## config.mk

```make
export PLATFORM = sky130hd
export DESIGN_NAME = bit_splitter_param_flat
export DESIGN_NICKNAME = d
export VERILOG_FILES = /design/src/rtl/bit_splitter_param_if.sv /design/src/rtl/bit_splitter_param.sv /design/src/flat_wrapper.sv
export SDC_FILE = /design/constraint.sdc
export NUM_CORES = 1
export LEC_CHECK = 0
export ABC_AREA = 1
export BUFFER_PORTS_ARGS = -buffer_cell sky130_fd_sc_hd__buf_2
export CAP_MARGIN = 20
export CELL_PAD_IN_SITES_DETAIL_PLACEMENT = 0
export CELL_PAD_IN_SITES_GLOBAL_PLACEMENT = 1
export CORE_MARGIN = 2
export CORE_UTILIZATION = 41
export DETAILED_ROUTE_END_ITERATION = 8
export MAX_ROUTING_LAYER = met4
export PLACE_DENSITY = 0.92
export SYNTH_ARGS = -nofsm -noshare
export SYNTH_HDL_FRONTEND = slang
export SYNTH_SLANG_ARGS = --single-unit
```

## constraint.sdc

```tcl
create_clock -name clk -period 2.43 [get_ports clk]
set_clock_uncertainty 0.05 [all_clocks]
set_input_delay 0.6075 -clock clk [delete_from_list [all_inputs] [get_ports clk]]
set_output_delay 0.6075 -clock clk [all_outputs]
set_load 0.05 [all_outputs]
```

## src/rtl/bit_splitter_param_if.sv

```systemverilog
// Handshake bundle for the serial-to-parallel symbol splitter.
// Master drives bits and sym_ready; slave returns symbols and status.
interface bit_splitter_param_if #(
    parameter int BITS_PER_SYM = 2,
    parameter int CNT_W        = 16
);
    logic                    data;
    logic                    data_valid;
    logic                    sof;
    logic                    data_ready;
    logic [BITS_PER_SYM-1:0] sym_out;
    logic                    sym_valid;
    logic                    sym_ready;
    logic                    sync_err;
    logic [CNT_W-1:0]        sym_count;

    modport master (
        output data, data_valid, sof, sym_ready,
        input  data_ready, sym_out, sym_valid, sync_err, sym_count
    );

    modport slave (
        input  data, data_valid, sof, sym_ready,
        output data_ready, sym_out, sym_valid, sync_err, sym_count
    );
endinterface

```

## src/rtl/bit_splitter_param.sv

```systemverilog
// Packs a serial bit stream into BITS_PER_SYM-bit symbols with sof
// realignment, a one-entry output register and a consumed-symbol counter.
module bit_splitter_param #(
    parameter int BITS_PER_SYM = 2,
    parameter bit MSB_FIRST    = 1'b1,
    parameter int CNT_W        = 16
) (
    input logic                   clk,
    input logic                   rst_n,
    bit_splitter_param_if.slave   bus
);
    localparam int CW = (BITS_PER_SYM > 2) ? $clog2(BITS_PER_SYM) : 1;
    localparam logic [CW-1:0] LAST = CW'(BITS_PER_SYM - 1);

    logic [CW-1:0]           cnt_q, cnt_d;
    logic [BITS_PER_SYM-1:0] shreg_q, shreg_d;
    logic [BITS_PER_SYM-1:0] sym_q, sym_d;
    logic                    sym_valid_q, sym_valid_d;
    logic                    sync_err_q, sync_err_d;
    logic [CNT_W-1:0]        count_q, count_d;

    logic                    data_ready;
    logic                    accept;
    logic                    consume;
    logic [CW-1:0]           k;
    logic [CW-1:0]           pos;
    logic [BITS_PER_SYM-1:0] packed_bits;

    // Stall only when this bit would complete a symbol into a full, stuck register
    assign data_ready = rst_n
                     && ((cnt_q != LAST) || !sym_valid_q || bus.sym_ready);

    always_comb begin
        accept      = bus.data_valid && data_ready;
        consume     = sym_valid_q && bus.sym_ready;
        k           = bus.sof ? '0 : cnt_q;
        pos         = MSB_FIRST ? (LAST - k) : k;
        packed_bits = bus.sof ? '0 : shreg_q;
        for (int i = 0; i < BITS_PER_SYM; i++) begin
            if (pos == CW'(i)) begin
                packed_bits[i] = bus.data;
            end
        end

        cnt_d       = cnt_q;
        shreg_d     = shreg_q;
        sym_d       = sym_q;
        sym_valid_d = sym_valid_q && !consume;
        sync_err_d  = 1'b0;
        count_d     = consume ? count_q + CNT_W'(1) : count_q;

        if (accept) begin
            sync_err_d = bus.sof && (cnt_q != '0);
            if (k == LAST) begin
                cnt_d       = '0;
                shreg_d     = '0;
                sym_d       = packed_bits;
                sym_valid_d = 1'b1;
            end else begin
                cnt_d   = k + CW'(1);
                shreg_d = packed_bits;
            end
        end
    end

    always_ff @(posedge clk or negedge rst_n) begin
        if (!rst_n) begin
            cnt_q       <= '0;
            shreg_q     <= '0;
            sym_q       <= '0;
            sym_valid_q <= 1'b0;
            sync_err_q  <= 1'b0;
            count_q     <= '0;
        end else begin
            cnt_q       <= cnt_d;
            shreg_q     <= shreg_d;
            sym_q       <= sym_d;
            sym_valid_q <= sym_valid_d;
            sync_err_q  <= sync_err_d;
            count_q     <= count_d;
        end
    end

    assign bus.data_ready = data_ready;
    assign bus.sym_out    = sym_q;
    assign bus.sym_valid  = sym_valid_q;
    assign bus.sync_err   = sync_err_q;
    assign bus.sym_count  = count_q;
endmodule

```

## src/flat_wrapper.sv

```systemverilog
// flat-port wrapper written by rule: the top's interface ports become plain ports
module bit_splitter_param_flat 
#(
    parameter int BITS_PER_SYM = 2,
    parameter bit MSB_FIRST    = 1'b1,
    parameter int CNT_W        = 16
)
  (clk, rst_n, bus_data, bus_data_valid, bus_sof, bus_sym_ready, bus_data_ready, bus_sym_out, bus_sym_valid, bus_sync_err, bus_sym_count);
  bit_splitter_param_if #(.BITS_PER_SYM(BITS_PER_SYM), .CNT_W(CNT_W)) bus_i ();
  input logic clk;
  input logic rst_n;
  input wire logic [$bits(bus_i.data)-1:0] bus_data;
  input wire logic [$bits(bus_i.data_valid)-1:0] bus_data_valid;
  input wire logic [$bits(bus_i.sof)-1:0] bus_sof;
  input wire logic [$bits(bus_i.sym_ready)-1:0] bus_sym_ready;
  output wire logic [$bits(bus_i.data_ready)-1:0] bus_data_ready;
  output wire logic [$bits(bus_i.sym_out)-1:0] bus_sym_out;
  output wire logic [$bits(bus_i.sym_valid)-1:0] bus_sym_valid;
  output wire logic [$bits(bus_i.sync_err)-1:0] bus_sync_err;
  output wire logic [$bits(bus_i.sym_count)-1:0] bus_sym_count;
  assign bus_i.data = bus_data;
  assign bus_i.data_valid = bus_data_valid;
  assign bus_i.sof = bus_sof;
  assign bus_i.sym_ready = bus_sym_ready;
  assign bus_data_ready = bus_i.data_ready;
  assign bus_sym_out = bus_i.sym_out;
  assign bus_sym_valid = bus_i.sym_valid;
  assign bus_sync_err = bus_i.sync_err;
  assign bus_sym_count = bus_i.sym_count;
  bit_splitter_param #(.BITS_PER_SYM(BITS_PER_SYM), .MSB_FIRST(MSB_FIRST), .CNT_W(CNT_W)) u_core (.clk(clk), .rst_n(rst_n), .bus(bus_i));
endmodule
```

==> results by group, run 1 <==
STA
  – Fin crit period: roughly 1900 ps
  – Slew Limit Fails: 0
  – RSZ-0062 raised after global routing: false
  – Crit share post-route: slightly below 80%
  – Final setup vio count: 0
  – Final TNS setup: 0 ps
  – Fmax achieved: slightly above 0.5 GHz
  – Setup ws final: 503 ps
  – Slew HR: around 82%
  – Hold Fails Final Rpt: 0
  – Tightest Pin Transition: approximately 280 ps

Synthesis
  – Synthesis Warnings: 0
  – FF+latch count, synth: 22
  – Synth Net Count: between 100 and 150
  – Synth cell types: 19
  – Avg Synthesized Cell Area: around 8.4 sq um
  – Largest cells by area after synthesis: dfrtp_1, nand2_1, inv_1
  – Sequential share of the synthesized area: 48.8%
  – Syn Inst Count: 134
  – Post-synth top area cell: dfrtp_1
  – Mapped Area: 1130 sq um
  – Post-synth top area share: 48.8%

Place
  – Cells after DPL: 192
  – Port buffer count: 26
  – GPL Wtd Cong: roughly 0.80
  – Hpwl dp: about 1.7 mm
  – Placed Instance Area: 1310 sq um
  – Pre-CTS setup slack: approximately 570 ps

Power
  – Worst vdd ir: roughly 0.62 mV
  – P per Cell Area: 760 nW/um^2
  – Total leakage power: slightly below 0.0008 uW

Global routing
  – GRT overflow: 0
  – Vias in the first global route: 846
  – Overall routing resource usage: ~15%
  – Initial antenna violation count: 0
  – First-pass GRT wire length: approximately 3.7 mm
  – Largest net degree at the start of global routing: 23

Floorplan
  – Area of the die: around 3200 sq um
  – Row cnt: 19
  – Die height: ~56 um
  – Core area: 2690 sq um
  – I/O pin total: 27
  – Initial core utilization: between 40% and 50%
  – Die width: around 56 um

Worst setup path
  – Worst EP required: between 1500 and 2000 ps
  – Crit path launch type: flip-flop
  – Reg2Reg Capture Point: u_core.bus.sym_count[14]
  – CP Max Fanout: 4
  – Worst Path Arrival: 1270 ps
  – Critical path origin: u_core.bus.sym_valid
  – Type of the worst setup path: reg2out
  – Reg2reg start: u_core.bus.sym_count[1]
  – Worst R2R Setup Slack: roughly 1100 ps
  – R2r worst-path depth: 8
  – Setup crit end kind: primary output

Layout
  – Most common cell after layout, fill and taps aside: nand2_1
  – Most frequent cells in the layout: nand2_1, buf_2, dfrtp_1
  – Syn-to-layout area delta: 17.6%
  – Nets: roughly 170
  – Ant diodes: 0
  – Util after Layout: ~49%
  – Layout cells sized above 1: about a quarter
  – Final non-filler cell total: between 150 and 200
  – Fillers: approximately 280
  – Post-route cell area: about 1300 sq um

Clocking
  – Setup Buffers After CTS: 0
  – Post_cts resized: 0
  – Clk buf depth: 2
  – Worst-Skew Late Latency: 290 ps
  – Clk sink count: 22
  – CTS tree: built
  – Root Buffer: clkbuf_4
  – Worst-path clk slew: between 100 and 150 ps
  – CTS buffer count: 3
  – Hold buffers post-CTS: 0
  – Clock H-tree levels: 1

Drt
  – Initial detailed-routing violation count: 22
  – Final wirelength: around 2.1 mm
  – Vias per cell: 4.72
  – Drt first pass iters: 4
  – ANT nets after route: 0
  – Wirelength per Cell: roughly 11 um
  – DRC Markers: 0
  – Via count: 920

Run status
  – Status: finished clean

Flow run
  – Max cap viols: 0

Min path
  – HP Class: in2async
==> cell families (layout without fill, tap and decap cells) <==
| family | count (synthesis) | after routing | synth area share (%) |
|---|---|---|---|
| flops | 22 | 22 | 48.8 |
| simple gates | 73 | 73 | 32.5 |
| buf+inv | 22 | 52 | 7.32 |
| fa+ha+maj | 1 | 1 | 1.11 |
| compound gates | 7 | 7 | 3.33 |
| xor+xnor | 9 | 9 | 6.98 |
==> flip-flops by register name, indices dropped and copies added (netlist names) <==
register and cells:
u_core.cnt_q 1, u_core.bus.sym_valid 1, u_core.bus.sym_out 2, u_core.bus.sym_count 16, u_core.bus.sync_err 1, u_core.shreg_q 1
==> critical path, cell delays in order, from the launching register on <==
cell	delay [ps]
dfrtp_1	450
nand2_1	90
o21a_1	160
buf_2	280
==> power by group <==
part	switching (uW)	leakage, uW	total [uW]	internal (uW)
clock	101	0.0000138	159	57.7
combinational	282	0.000481	366	84.7
sequential	61.4	0.000276	483	422
total	444	0.000771	1010	564
==> how the worst max path moves through the flow <==
stage | endpoint | slack (ps) | depth (start not counted)
after floorplan | bus_data_ready | 590 | 2
after global placement | bus_data_ready | 600 | 3
after detailed placement | bus_data_ready | 570 | 3
after CTS | bus_data_ready | 490 | 3
after global routing | bus_data_ready | 430 | 3
final | bus_data_ready | 500 | 3
==> cells in the mapped netlist <==
| cell type | n |
|---|---|
| nand2_1 | 40 |
| dfrtp_1 | 22 |
| inv_1 | 21 |
| nor2_1 | 9 |
| nand3_1 | 8 |
| xor2_1 | 7 |
| o21ai_0 | 6 |
| nand4_1 | 4 |
| nand2_2 | 3 |
| nand2_4 | 2 |
| nor2_2 | 2 |
| nor2_4 | 2 |
| xnor2_1 | 2 |
| ha_1 | 1 |
| inv_2 | 1 |
| nor2_8 | 1 |
| nor3_1 | 1 |
| nor3_4 | 1 |
| o21a_1 | 1 |
==> layer usage <==
| layer | GRT usage [%] | share of wire, % | vias up |
|---|---|---|---|
| met5 | - | 0 | - |
| met4 | 6.12 | 1.5 | 0 |
| met3 | 3.00 | 4.6 | 4 |
| met2 | 23.1 | 48 | 18 |
| met1 | 20.1 | 46 | 427 |
| li1 | - | - | 471 |
==> cell type report <==
type / instances / area [sq um] / share of cell area [%]
Sequential cell: 22 / 551 / 41.5
Multi-Input combinational cell: 90 / 495 / 37.3
Timing Repair Buffer: 27 / 138 / 10.4
Inverter: 22 / 82.6 / 6.22
Tap cell: 31 / 38.8 / 2.92
Clock buffer: 3 / 22.5 / 1.70
==> metrics by stage <==
stage,hold WS (ps),power (uW)
floorplan,262,762
global placement,404,850
detailed placement,409,859
CTS,255,1020
global route,263,1070
finish,256,1010
Power figures use the tool's default switching activity.
==> run 2: changes to the inputs <==
CORE_UTILIZATION = 38   (was 41)
PLACE_DENSITY = 0.87   (was 0.92)
clock period = 1.91 ns   (was 2.43 ns; I/O delays follow)
==> results by group, run 2 (synthesis results as in run 1) <==
Drt
  – Initial detailed-routing violation count: 36 (+64%)
  – ANT nets after route: 0 (unchanged)
  – Final wirelength: 2.09 mm (+1.3%)
  – Drt first pass iters: 4 (unchanged)
  – Wirelength per Cell: 10.7 um (+0.79%)
  – DRC Markers: 0 (unchanged)
  – Vias per cell: 4.65 (-1.5%)
  – Via count: 911 (-0.98%)

STA
  – Final TNS setup: 0 ps (unchanged)
  – Hold Fails Final Rpt: 0 (unchanged)
  – Fin crit period: about 1800 ps
  – Slew HR: 81.3% (-0.29 points)
  – Setup ws final: 97.4 ps (-406 ps)
  – Crit share post-route: about 95%
  – RSZ-0062 raised after global routing: false
  – Slew Limit Fails: 0 (unchanged)
  – Tightest Pin Transition: 281 ps (+4.40 ps)
  – Final setup vio count: 0 (unchanged)
  – Fmax achieved: 0.552 GHz

Clocking
  – Post_cts resized: 0 (unchanged)
  – Clk buf depth: 2 (unchanged)
  – CTS buffer count: 3 (unchanged)
  – Root Buffer: clkbuf_4
  – CTS tree: built
  – Clock H-tree levels: 1 (unchanged)
  – Clk sink count: 22 (unchanged)
  – Setup Buffers After CTS: 0 (unchanged)
  – Worst-Skew Late Latency: 320 ps (+30 ps)
  – Hold buffers post-CTS: 0 (unchanged)
  – Worst-path clk slew: 130 ps (+20 ps)

Place
  – Cells after DPL: 192 (unchanged)
  – GPL Wtd Cong: 0.831 (+3.9%)
  – Pre-CTS setup slack: 332 ps (-242 ps)
  – Port buffer count: 26 (unchanged)
  – Hpwl dp: 1.65 mm (-1.9%)

Layout
  – Ant diodes: 0 (unchanged)
  – Nets: 173 (unchanged)
  – Final non-filler cell total: 196 (+0.51%)
  – Syn-to-layout area delta: 20.3%
  – Most common cell after layout, fill and taps aside: nand2_1
  – Most frequent cells in the layout: nand2_1, buf_2, dfrtp_1
  – Largest register FFs: 16 (unchanged)
  – Layout cells sized above 1: 26.1% (+0.45 points)
  – Util after Layout: 48.8% (-0.61 points)

Power
  – Overall Power: 1440 uW (+42%)
  – P per Cell Area: 1060 nW/um^2 (+39%)
  – Total leakage power: 0.000785 uW (+1.8%)
  – Worst vdd ir: 0.800 mV (+29%)

Worst setup path
  – Worst R2R Setup Slack: 520 ps (-560 ps)
  – Type of the worst setup path: reg2out
  – Setup crit end kind: primary output
  – CP Max Fanout: 4 (unchanged)
  – Critical path origin: u_core.bus.sym_valid
  – Worst Path Arrival: 1290 ps (+20 ps)
  – Crit path launch type: flip-flop
  – Worst EP required: 1380 ps (-390 ps)
  – Reg2reg start: u_core.bus.sym_count[1]

Global routing
  – Vias in the first global route: 892 (+5.4%)
  – GRT overflow: 0 (unchanged)
  – Overall routing resource usage: 14.5% (-0.72 points)
  – First-pass GRT wire length: 3.74 mm (+1.7%)
  – Initial antenna violation count: 0 (unchanged)
  – Largest net degree at the start of global routing: 23 (unchanged)

Floorplan
  – Die height: 58.5 um (+3.6%)
  – Die width: 58.5 um (+3.6%)
  – I/O pin total: 27 (unchanged)
  – Initial core utilization: 40.6% (-1.4 points)
  – Core area: 2780 sq um (+3.5%)
  – Area of the die: 3420 sq um (+7.3%)
  – Row cnt: 19 (unchanged)

Flow run
  – Max cap viols: 0 (unchanged)

Run status
  – Status: finished clean

Min path
  – HP Class: in2async
==> run 2: changes by cell type in the layout (fill, tap and decap cells not counted) <==
cell | before | now
bufinv_16 | 0 | 1
==> run 2: layout make-up <==
| type | count | area [sq um] |
|---|---|---|
| Sequential cell | 22 | 551 |
| Timing Repair Buffer | 27 | 138 |
| Clock inverter | 1 | 30.0 |
| Inverter | 22 | 82.6 |
| Multi-Input combinational cell | 90 | 495 |
| Tap cell | 31 | 38.8 |
| Fill cell | 283 | 1420 |
| Clock buffer | 3 | 22.5 |
==> run 2: path summary, 6_finish.rpt <==
path / cells past startpoint / to
worst min-delay path: 2 / u_core.bus.sym_count[4]
max in group asynchronous: 2 / u_core.bus.sym_count[0]
worst max register to register: 7 / u_core.bus.sym_count[12]
worst min register to register: 2 / u_core.bus.sym_out[0]
min in group clk: 3 / u_core.bus.sync_err
worst max-delay path: 3 / bus_data_ready
==> run 2: routing by layer <==
metal | track usage [%] | part of all wire [%] | routed length (um)
met4 | 5.65 | 1.4 | 29
met1 | 19.0 | 47 | 994
met5 | - | 0 | 0
met3 | 2.86 | 4.9 | 102
met2 | 22.2 | 46 | 967
==> run 2: critical path: stages, from the launching register on <==
cell and delay, ps:
dfrtp_1 450, nand2_1 90, o21a_1 150, buf_2 280
==> run 2: per-stage QoR <==
step	hold slack, ps	cell area (sq um)
after CTS	117	1360
after global routing	119	1360
after detailed placement	409	1310
after floorplan	132	1130
after global placement	405	1310
final	112	1360
==> run 2: where the power goes <==
group          leakage (uW)  internal [uW]  switching (uW)
logic              0.000481            107             354
clock network     0.0000279            212             150
registers          0.000276            536            77.0
total              0.000785            856             581
